==> src/rtl/bvh_prim_dispatch.sv <==
// Leaf-range dispatcher: queues non-empty child ranges from BVH traversal and
// expands them into a valid/ready stream of primitive indices.
module bvh_prim_dispatch #(
   parameter int IDX_W = 10,
   parameter int NUM_W = 4,
   parameter int DEPTH = 8
) (
   input  logic             clk,
   input  logic             reset,
   input  logic             restart,
   input  logic [IDX_W-1:0] start_prim0,
   input  logic [IDX_W-1:0] start_prim1,
   input  logic [NUM_W-1:0] num_prim0,
   input  logic [NUM_W-1:0] num_prim1,
   input  logic             bvh_finished,
   output logic             hold,
   output logic             prim_valid,
   output logic [IDX_W-1:0] prim_index,
   output logic             prim_last,
   input  logic             prim_ready,
   output logic             done,
   output logic             overflow
);
   localparam int PW = $clog2(DEPTH);
   localparam int CW = PW + 1;
   localparam logic [CW-1:0] DEPTH_C  = CW'(DEPTH);
   localparam logic [CW-1:0] MARGIN_C = CW'(4);
   localparam logic [CW-1:0] CNT_ZERO = {CW{1'b0}};
   localparam logic [NUM_W-1:0] NUM_ZERO = {NUM_W{1'b0}};
   localparam logic [NUM_W-1:0] NUM_ONE  = NUM_W'(1);

   logic [IDX_W-1:0] fifo_idx_r [DEPTH];
   logic [NUM_W-1:0] fifo_num_r [DEPTH];
   logic [PW-1:0]    wr_ptr_r;
   logic [PW-1:0]    rd_ptr_r;
   logic [CW-1:0]    count_r;
   logic [IDX_W-1:0] cur_index_r;
   logic [NUM_W-1:0] remaining_r;
   logic             overflow_r;
   logic             done_r;

   logic             req0_s;
   logic             req1_s;
   logic             wr0_s;
   logic             wr1_s;
   logic             drop_s;
   logic             hs_s;
   logic             load_s;
   logic [PW-1:0]    wr1_ptr_s;
   logic [CW-1:0]    count_nxt_s;
   logic             done_nxt_s;

   // Write admission, drop detection, handshake and reload decisions.
   always_comb begin
      req0_s      = (num_prim0 != NUM_ZERO);
      req1_s      = (num_prim1 != NUM_ZERO);
      // Fullness is judged on the occupancy before this edge; a same-cycle pop
      // does not make room for an incoming range.
      wr0_s       = req0_s && (count_r < DEPTH_C);
      wr1_s       = req1_s && ((count_r + CW'(wr0_s)) < DEPTH_C);
      drop_s      = (req0_s && !wr0_s) || (req1_s && !wr1_s);
      wr1_ptr_s   = wr_ptr_r + PW'(wr0_s);
      hs_s        = (remaining_r != NUM_ZERO) && prim_ready;
      load_s      = (count_r != CNT_ZERO) &&
                    ((remaining_r == NUM_ZERO) || ((remaining_r == NUM_ONE) && hs_s));
      count_nxt_s = count_r + CW'(wr0_s) + CW'(wr1_s) - CW'(load_s);
      done_nxt_s  = bvh_finished && (count_r == CNT_ZERO) && (remaining_r == NUM_ZERO) &&
                    !req0_s && !req1_s;
   end

   // Range storage; contents need no reset since pointers define validity.
   always_ff @(posedge clk) begin
      if (!restart) begin
         if (wr0_s) begin
            fifo_idx_r[wr_ptr_r] <= start_prim0;
            fifo_num_r[wr_ptr_r] <= num_prim0;
         end
         if (wr1_s) begin
            fifo_idx_r[wr1_ptr_s] <= start_prim1;
            fifo_num_r[wr1_ptr_s] <= num_prim1;
         end
      end
   end

   // Pointers, occupancy, active range and status flags.
   always_ff @(posedge clk or posedge reset) begin
      if (reset) begin
         wr_ptr_r    <= {PW{1'b0}};
         rd_ptr_r    <= {PW{1'b0}};
         count_r     <= CNT_ZERO;
         cur_index_r <= {IDX_W{1'b0}};
         remaining_r <= NUM_ZERO;
         overflow_r  <= 1'b0;
         done_r      <= 1'b0;
      end else if (restart) begin
         wr_ptr_r    <= {PW{1'b0}};
         rd_ptr_r    <= {PW{1'b0}};
         count_r     <= CNT_ZERO;
         cur_index_r <= {IDX_W{1'b0}};
         remaining_r <= NUM_ZERO;
         overflow_r  <= 1'b0;
         done_r      <= 1'b0;
      end else begin
         wr_ptr_r   <= wr_ptr_r + PW'(wr0_s) + PW'(wr1_s);
         rd_ptr_r   <= rd_ptr_r + PW'(load_s);
         count_r    <= count_nxt_s;
         overflow_r <= overflow_r | drop_s;
         done_r     <= done_nxt_s;
         // Reloading on the last handshake of a range keeps the stream bubble-free.
         if (load_s) begin
            cur_index_r <= fifo_idx_r[rd_ptr_r];
            remaining_r <= fifo_num_r[rd_ptr_r];
         end else if (hs_s) begin
            cur_index_r <= cur_index_r + IDX_W'(hs_s);
            remaining_r <= remaining_r - NUM_W'(hs_s);
         end
      end
   end

   assign hold       = ((DEPTH_C - count_r) < MARGIN_C);
   assign prim_valid = (remaining_r != NUM_ZERO);
   assign prim_index = cur_index_r;
   assign prim_last  = (remaining_r == NUM_ONE);
   assign done       = done_r;
   assign overflow   = overflow_r;
endmodule
==> config.mk <==
export PLATFORM = sky130hd
export DESIGN_NAME = bvh_prim_dispatch
export DESIGN_NICKNAME = d
export VERILOG_FILES = /design/src/rtl/bvh_prim_dispatch.sv
export SDC_FILE = /design/constraint.sdc
export NUM_CORES = 1
export LEC_CHECK = 0
export CAP_MARGIN = 20
export CORE_MARGIN = 5
export CORE_UTILIZATION = 50
export CTS_BUF_LIST = sky130_fd_sc_hd__clkbuf_16
export DETAILED_ROUTE_END_ITERATION = 16
export DONT_BUFFER_PORTS = 1
export SYNTH_ARGS = -nofsm -noshare
export SYNTH_HDL_FRONTEND = slang
export SYNTH_SLANG_ARGS = --single-unit
==> constraint.sdc <==
create_clock -name clk -period 6.6 [get_ports clk]
set_clock_uncertainty 0.2 [all_clocks]
set_input_delay 0.66 -clock clk [delete_from_list [all_inputs] [get_ports clk]]
set_output_delay 0.66 -clock clk [all_outputs]
set_load 0.02 [all_outputs]
==> run metrics <==
Starting DRT DRC Count 346; Non-Filler Instances 686; routed vias/inst 6.33; Reg clk slew, reported paths ~60 ps; CTS tree done; WS Path Type in -> reg; final hold viol count 10; Yosys warnings 0; Fin Setup TNS 0 ps; clock buffer depth 2; largest net degree at the start of global routing 30; synthesized flop and latch total 138; final-stage net count ~540; r2r endpoint fifo_idx_r[7][2]$_DFFE_PP_; worst-skew pair later-pin latency 420 ps; Core ar. between 0.01 and 0.015 mm²; DRT antenna net count 0; root buffer selected by CTS clkbuf_16; Unique masters post-synth 53; sequential cell area 0.00402 mm²; unrepaired setup endpoints after global routing no; Peak VDD IR 0.190 mV; Initial Util 51.1%; reg2reg start count_r[3]$_DFF_PP0_; fillers 1,178; Min-Delay Path Class in -> async; WHS -19.3 ps; P_int roughly 2.3 mW; Sw Ratio 33.6%; clock sink count between 100 and 150; fin crit share 61.5%; Synth async-reset ratio 18.8%; Remaining Overflow, GRT 0; max-slew violations 0; Cell Rows 44; sequential group share of total power 39.1%; # placed instances 651; FF-to-FF path depth 7; first-pass GRT wire length 27.6 mm; Mapped Cells roughly 480; die width 132 µm; Total GRT Usage 21.1%; Crit path max-delay family simple AND/OR/NAND/NOR gates; switching power about 1.2 mW; Worst Path Required approximately 6500 ps; Routed wire per std cell 26.3 µm; CP Buf/Inv Count 1; overall routed net length roughly 18 mm; syn nets 532; area of the multi-input gates 0.00323 mm²; commonest cells in the synthesized netlist 112 x edfxtp_1, 105 x mux2_2, 28 x mux4_2; layout cells sized above 1 39.8%; Synth top area share 45.3%; failing checks negative hold slack; Levels on crit path 8; antenna cells 0; routed vias around 4.3k; CP max stage cell or4_1; Post-Syn Area 0.00743 mm²; Lkg Pwr between 2 and 3 nW; critical path arrival 3990 ps; post-CTS setup buffers 0; Buffers on Ports 0; initial antenna violation count 0; Avg Inst Size Synth 15.4 µm²; # DRC 0; Slew HR 33.3%; Fmax achieved 246 MHz; r2r setup slk approximately 2800 ps; Post-synth top flop edfxtp_1; minimum clock period just over 4000 ps; most frequent cell after synthesis edfxtp_1; die area around 0.017 mm²; RD Place Congestion 0.778; status finished with violations; ranking of synthesized cells by area edfxtp_1 45%, mux2_2 16%, dfrtp_1 8.8%; Seq/Total Area, Yosys 54.0%; CP Capture Type flip-flop; router iterations before antenna repair 4; worst-path fanout max 15; clock network power share 26.5%; IO Count 48; max incr delay on CP between 900 and 1000 ps; EDFF count, synth 112; number of max-cap violations 0; most used cell, CP ha_1; DP HPWL 11.6 mm; combinational share of power 34.4%; final setup violation count 0; post-CTS sizing 0; CTS Hold Bufs 0; P&R area growth vs syn 10.9%; vias in the first global route 4,460; H-tree level count 4; total CTS buffers 17; Die Y 132 µm; crit path cell chain nor4_1, nor2_1, ha_1, ha_1, xnor2_1, or4_1, o21ai_1, buf_4; pwr/cell area 428 mW/mm²; Least-Margin Pin Slew 999 ps; biggest area consumer among synthesized cells edfxtp_1; CP startpoint kind input port
[placed cells by master, fill, tap and decap left out, types with 4 or more instances in the layout]
| cell | n |
|---|---|
| o21ai_1 | 4 |
| edfxtp_1 | 112 |
| buf_4 | 14 |
| nand2b_1 | 4 |
| nor4_1 | 5 |
| nor2b_1 | 16 |
| mux2_2 | 105 |
| inv_1 | 19 |
| nand2_2 | 4 |
| nor2_1 | 11 |
| clkbuf_16 | 17 |
| ha_1 | 15 |
| dfrtp_1 | 24 |
| nand2_1 | 11 |
| a211oi_1 | 21 |
| and2_1 | 4 |
| nand4_1 | 4 |
| mux4_2 | 28 |
| or4_1 | 5 |
| mux2_4 | 7 |
| nand3_1 | 4 |
| xor2_1 | 10 |
| xnor2_1 | 5 |
[how the worst max path moves through the flow]
stage | from | endpoint | slack [ps]
detailed placement | num_prim0[3] | fifo_idx_r[7][0]$_DFFE_PP_ | 2110
finish | num_prim0[3] | fifo_idx_r[7][2]$_DFFE_PP_ | 2540
CTS | num_prim0[3] | fifo_idx_r[7][2]$_DFFE_PP_ | 2500
global placement | num_prim0[3] | fifo_idx_r[1][0]$_DFFE_PP_ | 2020
global route | num_prim0[3] | fifo_idx_r[7][2]$_DFFE_PP_ | 2260
floorplan | num_prim0[3] | fifo_idx_r[3][0]$_DFFE_PP_ | 2810
[power by group through the flow]
stage                     registers, mW  clock network, mW  logic, mW
after floorplan                    1.33                  0      0.938
after global placement             1.39                  0       1.18
after detailed placement           1.40                  0       1.21
after CTS                          1.38              0.945       1.22
after global routing               1.40              0.987       1.32
final                              1.38              0.935       1.21
[cells by family (layout without fill, tap and decap cells)]
kind of cell	count (synthesis)	after routing	share of synthesized area, %
xor+xnor	17	17	2.44
mux	143	143	26.2
flops	138	138	54.0
buf+inv	41	60	2.78
fa+ha+maj	16	16	2.80
simple gates	84	84	7.34
compound gates	44	44	4.38
[per-stage QoR]
| stage | worst slack [ps] | power (mW) | utilization (%) | hold slack, ps | cell area (µm²) |
|---|---|---|---|---|---|
| 2_1_floorplan | 2810 | 2.27 | - | 384 | 7430 |
| 3_3_place_gp | 2020 | 2.57 | 52.4 | 461 | 7610 |
| 3_5_place_dp | 2110 | 2.61 | 52.5 | 471 | 7620 |
| 4_1_cts | 2500 | 3.55 | 56.4 | 88.7 | 8200 |
| 5_1_grt | 2260 | 3.71 | 56.7 | 2.06 | 8240 |
| 6_report | 2540 | 3.53 | 56.7 | -19.3 | 8240 |
[routing by layer]
layer  GRT usage (%)  vias to the layer above  part of all wire [%]
met5               0                        -                     0
met4            6.91                        0                   1.7
met3            5.38                       26                   5.6
met2            33.4                      121                    49
met1            28.5                     2281                    44
li1                -                     1917                     -
[layout make-up]
type                            count  area share, %
Inverter                           12          0.547
Multi-Input combinational cell    304           39.2
Timing Repair Buffer               16           1.79
Tap cell                          184           2.79
Clock inverter                     15           1.78
Sequential cell                   138           48.7
Clock buffer                       17           5.16
[sequential cells by signal, summed over array words and instances (netlist names)]
register and flops:
count_r 4, done 1, fifo_idx_r 80, fifo_num_r 32, overflow 1, prim_index 10, rd_ptr_r 3, remaining_r 4
wr_ptr_r 3
Power figures use the tool's default switching activity.
